`src/rtl/data_mux_pkg.sv`:
```
// rtl/data_mux_pkg.sv - mode encoding, lock states and framing defaults shared by the mux link
package data_mux_pkg;

    localparam logic [1:0] MODE_IDLE   = 2'b00;
    localparam logic [1:0] MODE_SINGLE = 2'b01;
    localparam logic [1:0] MODE_DUAL   = 2'b10;
    localparam logic [1:0] MODE_TRIPLE = 2'b11;

    localparam int DEFAULT_CLK_DIV = 6;

    typedef enum logic {
        UNLOCKED = 1'b0,
        LOCKED   = 1'b1
    } state_t;

    // Upper clip of a signed slot bound to the last phase of the frame.
    function automatic logic signed [5:0] clip_hi(input logic signed [5:0] a,
                                                  input logic signed [5:0] hi);
        return (a > hi) ? hi : a;
    endfunction

endpackage

```
`src/rtl/data_demultiplex_symbol_phase_counter.sv`:
```
// rtl/data_demultiplex_symbol_phase_counter.sv - free-running symbol phase with sync realignment
module symbol_phase_counter #(
    parameter int CLK_DIV = 6
) (
    input  logic                       clk,
    input  logic                       rst,
    input  logic                       sync,
    input  logic                       check_en,
    output logic [$clog2(CLK_DIV)-1:0] phase,
    output logic                       symbol_clk,
    output logic                       sync_err
);

    localparam int PW = $clog2(CLK_DIV);

    logic [PW-1:0] count;

    // A sync always forces phase 0 in its own cycle, so the frame restarts immediately.
    assign phase = sync ? '0 : count;

    always_ff @(posedge clk) begin
        if (rst) begin
            count      <= '0;
            symbol_clk <= 1'b0;
            sync_err   <= 1'b0;
        end else begin
            count      <= (phase == PW'(CLK_DIV - 1)) ? '0 : phase + PW'(1);
            symbol_clk <= (phase < PW'(CLK_DIV / 2));
            sync_err   <= sync && check_en && (count != '0);
        end
    end

endmodule

```
`src/rtl/data_demultiplex.sv`:
```
// rtl/data_demultiplex.sv - splits the time-multiplexed symbol stream back into DS1/DS2/DS3
module data_demultiplex
    import data_mux_pkg::*;
#(
    parameter int CLK_DIV = DEFAULT_CLK_DIV
) (
    input  logic       clk,
    input  logic       rst,
    input  logic [7:0] mux_data,
    input  logic       sync,
    input  logic [1:0] mode,
    input  logic [3:0] switch_clk_cycles,
    output logic [7:0] ds1_out,
    output logic [7:0] ds2_out,
    output logic [7:0] ds3_out,
    output logic       ds1_valid,
    output logic       ds2_valid,
    output logic       ds3_valid,
    output logic       symbol_clk,
    output logic       locked,
    output logic       sync_err
);

    localparam int PW = $clog2(CLK_DIV);
    localparam logic signed [5:0] LAST      = 6'(CLK_DIV - 1);
    localparam logic signed [5:0] HALF_LAST = 6'(CLK_DIV / 2 - 1);

    state_t            state;
    logic [1:0]        mode_f;
    logic [3:0]        s_f;
    logic [PW-1:0]     phase;
    logic              phase0;
    logic              active;
    logic [1:0]        cur_mode;
    logic [3:0]        cur_sw;
    logic signed [5:0] ph_s;
    logic signed [5:0] cur_s;
    logic signed [5:0] s_m1;
    logic signed [5:0] s_p1;
    logic              cap1;
    logic              cap2;
    logic              cap3;

    symbol_phase_counter #(
        .CLK_DIV (CLK_DIV)
    ) u_phase (
        .clk        (clk),
        .rst        (rst),
        .sync       (sync),
        .check_en   (state == LOCKED),
        .phase      (phase),
        .symbol_clk (symbol_clk),
        .sync_err   (sync_err)
    );

    // At phase 0 the frame config is being latched, so the live inputs already govern that cycle.
    assign phase0   = (phase == '0);
    assign cur_mode = phase0 ? mode : mode_f;
    assign cur_sw   = phase0 ? switch_clk_cycles : s_f;
    assign cur_s    = $signed({2'b00, cur_sw});
    assign s_m1     = cur_s - 6'sd1;
    assign s_p1     = cur_s + 6'sd1;
    assign ph_s     = $signed(6'(phase));
    assign active   = (state == LOCKED) || sync;

    // Each stream is captured at the last phase of its slot; empty slots never match.
    always_comb begin
        cap1 = 1'b0;
        cap2 = 1'b0;
        cap3 = 1'b0;
        case (cur_mode)
            MODE_IDLE: ;
            MODE_SINGLE: cap1 = (ph_s == LAST);
            MODE_DUAL: begin
                cap1 = (ph_s == HALF_LAST);
                cap2 = (ph_s == LAST);
            end
            MODE_TRIPLE: begin
                cap1 = (s_m1 >= 6'sd1) && (ph_s == clip_hi(s_m1 - 6'sd1, LAST));
                cap2 = (s_m1 <= LAST) && (ph_s == clip_hi(cur_s, LAST));
                cap3 = (s_p1 <= LAST) && (ph_s == LAST);
            end
            default: ;
        endcase
    end

    always_ff @(posedge clk) begin
        if (rst) begin
            state     <= UNLOCKED;
            locked    <= 1'b0;
            mode_f    <= MODE_IDLE;
            s_f       <= 4'd0;
            ds1_out   <= 8'h00;
            ds2_out   <= 8'h00;
            ds3_out   <= 8'h00;
            ds1_valid <= 1'b0;
            ds2_valid <= 1'b0;
            ds3_valid <= 1'b0;
        end else begin
            ds1_valid <= 1'b0;
            ds2_valid <= 1'b0;
            ds3_valid <= 1'b0;

            case (state)
                UNLOCKED: if (sync) state <= LOCKED;
                LOCKED:   state <= LOCKED;
                default:  state <= UNLOCKED;
            endcase
            locked <= (state == LOCKED) || sync;

            if (phase0) begin
                mode_f <= mode;
                s_f    <= switch_clk_cycles;
            end

            if (active && cap1) begin
                ds1_out   <= mux_data;
                ds1_valid <= 1'b1;
            end
            if (active && cap2) begin
                ds2_out   <= mux_data;
                ds2_valid <= 1'b1;
            end
            if (active && cap3) begin
                ds3_out   <= mux_data;
                ds3_valid <= 1'b1;
            end
        end
    end

endmodule

```
`config.mk`:
```
export PLATFORM = sky130hd
export DESIGN_NAME = data_demultiplex
export DESIGN_NICKNAME = d
export VERILOG_FILES = /design/src/rtl/data_mux_pkg.sv /design/src/rtl/data_demultiplex_symbol_phase_counter.sv /design/src/rtl/data_demultiplex.sv
export SDC_FILE = /design/constraint.sdc
export NUM_CORES = 1
export LEC_CHECK = 0
export ABC_AREA = 1
export CAP_MARGIN = 25
export CORE_UTILIZATION = 55
export DETAILED_ROUTE_END_ITERATION = 10
export PLACE_DENSITY = 0.85
export REMOVE_ABC_BUFFERS = 1
export SETUP_SLACK_MARGIN = 0.5
export SLEW_MARGIN = 10
export SYNTH_ARGS = -nofsm -noshare
export SYNTH_HDL_FRONTEND = slang
export SYNTH_SLANG_ARGS = --single-unit
```
`constraint.sdc`:
```
create_clock -name clk -period 7.2 [get_ports clk]
set_clock_uncertainty 0.2 [all_clocks]
set_input_delay 0.72 -clock clk [delete_from_list [all_inputs] [get_ports clk]]
set_output_delay 0.72 -clock clk [all_outputs]
set_load 0.02 [all_outputs]
```
==> results.md <==
Timing:
- The shortest clock period the worst path allows after layout is 4.115 ns.
- The slew at the pin closest to its max-slew limit is 0.8273 ns.
- Hold timing on the final database bottoms out at a slack of 0.2593 ns.
- The count of final hold-check violations is 0.
- Derived from the worst setup path, the maximum achievable clock frequency is 0.2430 GHz.
- The portion of the clock cycle consumed by the worst path in the final layout is 57.16%.
- The worst-case headroom to the max-slew limit is 44.85%.
- Adding up every negative setup slack in the final design gives 0 ns.
- The final count of pins violating max slew is 0.
- The count of endpoints failing setup in the final report is 0.
- Setup repair after global routing left no endpoint under its margin.

GRT:
- The first-pass GRT wire length is 8.687 mm.
- Entering global routing, the biggest net connects 27 pins.
- After global routing the overflow that remains totals 0.
- The aggregate global-route resource usage is 26.57%.
- The initial antenna violation count was 0.
- The via count of the first global-routing pass came to 1965.

Synth:
- The cell area that synthesis handed to floorplanning was 0.002233 mm2.
- Counting flops with an async set or reset pin after synthesis yields a share of 0%.
- Sorting the synthesized cells by area gives the leading types as dfxtp_1 35%, nand2_1 9.9%, nor2_1 9.4%.
- Sequential elements use 34.96% of the synthesized area.
- The mean post-synth cell area is 7.135 um2.
- dfxtp_1 takes more of the synthesized area than any other cell.
- The gate count of the mapped netlist is 313.
- The distinct cell type count of the synthesized netlist is 37.
- Counting flops and latches in the post-synthesis netlist gives 39.
- Among all flip-flop cells after synthesis, the most frequent one is dfxtp_1.
- For this run, the number of Yosys warnings is 0.
- Yosys mapped a number of flops with a built-in enable equal to 0.
- The synthesized design devotes to its leading area cell type 34.96% of total area.

Floorplan:
- Pin placement for this block handled 47 I/O pins.
- Measured along the y axis, the die boundary spans 65.73 um.
- In this run the core area contains 22 standard-cell rows.
- For this configuration, the core starts out at a cell density of 59.22%.
- The die covers 0.004320 mm2.
- The horizontal extent of the die is 65.73 um.
- The placeable core region is 0.003771 mm2.

Worst setup path:
- The endpoint of the worst-slack reg-to-reg timing path is ds1_out[6].
- STA puts the critical path data arrival time at 4.10 ns.
- The critical path is of the primary input to flop type.
- The worst setup path is launched from a primary input.
- For flop-to-flop paths, the worst setup slack is 3.71 ns.
- The kind of capture point of the worst setup path is a flop.
- The worst setup path startpoint is sync.
- The worst path required time is 7.18 ns.
- The top fanout value on the critical path is 17.
- The length in cells of the worst reg-to-reg path is 21.
- The source of the worst register-to-register timing path is u_phase.count[1].
- The capturing instance or port of the critical path is ds1_out[6].

Power and ir drop:
- For this design the total switching power over the nets is 0.0001410 W.
- The sequential cell fraction of total power is 47.9%.
- The maximum vdd drop is 0.1335 mV.
- The internal power consumption is 0.0003277 W.
- The static leakage power is 1.296 nW.
- Net switching is 30.09% of the power.
- The power density over the cells is 170.0 mW/mm2.
- The clock network fraction of design power is 30.7%.
- Summing internal, switching and leakage power gives 0.0004687 W.
- The share of total power in combinational logic is 21.3%.

Routing:
- The wire length per cell is 12.71 um.
- In the routed design, unresolved DRC markers number 0.
- The count of nets left with antenna violations after detail routing is 0.
- Using the TritonRoute via totals, the vias-per-cell ratio works out to 5.057.
- The iteration-0 DRC count of the detailed router is 113.
- The final layout contains routed wiring with a total length of 5.161 mm.
- The total via count after detailed routing is 2053.
- The total iterations of the first detailed-routing run is 4.

Clocking:
- The clock drives 39 sinks.
- The hold buffer count at CTS is 0.
- In this run, CTS created clock tree buffers numbering 5.
- In this run, post-CTS repair resized a total of 0 instances.
- The H-tree was split into 2 levels.
- The buffer levels on the longest clock path is 2.
- TritonCTS built the clock tree.
- After clock tree synthesis, the clock-pin slew on the worst setup and hold paths is 0.07 ns.
- Buffers added to address setup during post-CTS repair amount to 0.
- At the later pin of the worst-skew pair, clock insertion delay measures 0.29 ns.
- The clock tree root driver cell is clkbuf_8.

Place:
- The area of placed instances is 0.002671 mm2.
- Routability-driven placement finished with a final weighted congestion of 0.8914.
- Buffers placed on the I/O ports in this run total 46.
- The HPWL after detailed placement is 3.669 mm.

Final layout:
- The final instance area is 0.002756 mm2.
- Counting the fill cells in the layout gives 308.
- The antenna diode count is 0.
- Cells with a size suffix above 1 make up 10.34% of the layout.
- The layout overhead on the synthesized area is 23.42%.
- At the end of the flow, the number of nets in the layout was 384.

Job:
- The tool flagged a number of max-cap violations equal to 0.

Run status:
- The flow ran to the end, and the final reports show no timing, DRC or antenna violations.

Hold path:
- The number of cells traversed by the worst hold path is 1.
- The tightest min-delay check is of the flop to flop type.
## cells by family after synthesis
kind of cell               count (synthesis)  share of synthesized area, %
buffers and inverters                     59                         12.27
adders and majority gates                 10                         5.602
xor gates and xnor gates                   1                        0.3922
and+or+nand+nor                          173                         38.54
DFF                                       39                         34.96
AOI/OAI and AO/OA                         31                         8.235
## routing by layer
metal | up-vias | track usage (%) | routed length, um
met5 | - | 0 | 0
met4 | 0 | 7.880 | 55
met3 | 6 | 7.292 | 304
met2 | 54 | 44.13 | 2400
met1 | 929 | 33.15 | 2402
li1 | 1064 | - | -
## state kept, by name, indices dropped and copies added, names as in the netlist
register and count:
ds2_out 8, ds1_out 8, mode_f 2, u_phase.count 3
ds1_valid 1, locked 1, s_f 4, u_phase.sync_err 1
ds3_out 8, ds3_valid 1, ds2_valid 1, u_phase.symbol_clk 1
## critical path: stages
cell,delay (ns)
clkdlybuf4s50_1,0.49
nor2_1,0.34
inv_1,0.16
ha_1,0.42
nand2_4,0.22
nand2_2,0.09
nand2_4,0.12
clkinv_1,0.12
ha_1,0.32
nand3_1,0.11
nor2_1,0.05
nand2_1,0.05
nand3_1,0.08
nand2_1,0.06
nand2_1,0.05
nand2_1,0.05
nand2_1,0.06
nand2_2,0.25
nand3_1,0.14
nand2_1,0.11
nor2_1,0.06
## placed cells by master, fill, tap and decap left out, types with 2 or more instances in the layout
cell type,count
dfxtp_1,39
clkbuf_8,5
nand4_1,3
nand2_4,7
nand3_1,27
o21ai_1,3
inv_1,45
inv_2,2
o21ai_0,3
ha_1,10
nand2_2,7
nand3b_4,2
nand3_2,4
clkdlybuf4s50_1,46
nor2_1,56
clkinv_1,2
nand2_1,59
a21oi_1,18
## power by group through the flow
stage / Sequential, W / Combinational, W / Clock, W
6_report: 0.000225 / 0.0000999 / 0.000144
4_1_cts: 0.000225 / 0.0000996 / 0.000147
3_3_place_gp: 0.000229 / 0.0000966 / 0
5_1_grt: 0.000225 / 0.000111 / 0.000157
2_1_floorplan: 0.000232 / 0.0000642 / 0
3_5_place_dp: 0.000230 / 0.0000987 / 0
## worst min path at each step
stage | slack (ns) | startpoint | end
5_1_grt | 0.27 | u_phase.count[0] | u_phase.symbol_clk
4_1_cts | 0.25 | u_phase.count[0] | u_phase.symbol_clk
3_5_place_dp | 0.24 | u_phase.count[0] | u_phase.symbol_clk
2_1_floorplan | 0.21 | u_phase.count[0] | u_phase.symbol_clk
6_report | 0.26 | u_phase.count[0] | u_phase.symbol_clk
3_3_place_gp | 0.24 | u_phase.count[0] | u_phase.symbol_clk
## synth_stat cells, types with 3 or more instances
library cell  number
a21oi_1           18
nor2_1            56
dfxtp_1           39
nand2_1           59
inv_1             45
nand3_1           27
o21ai_0            3
nand3_2            4
nand2_2            7
nand4_1            3
ha_1              10
nand2_4            7
buf_6              4
o21ai_1            3
## area by class of cell
cell class | instances | area [um2] | share of cell area [%]
inverters | 49 | 183.9 | 6.673
well taps | 48 | 60.06 | 2.179
clock buffers | 6 | 72.57 | 2.633
flip-flops and latches | 39 | 780.7 | 28.33
multi-input cells | 215 | 1179 | 42.76
repair buffers | 47 | 467.9 | 16.98
clock inverters | 2 | 12.51 | 0.4539
## per-stage QoR
stage                     utilization (%)  setup slack, ns  cells
after global placement              70.64            2.949    397
after detailed placement            70.84            2.850    398
after floorplan                         -            3.788    303
final                               73.09            3.085    406
after CTS                           73.09            3.128    406
after global routing                73.09            2.776    406
No activity file was read; power rests on OpenSTA's default activity.
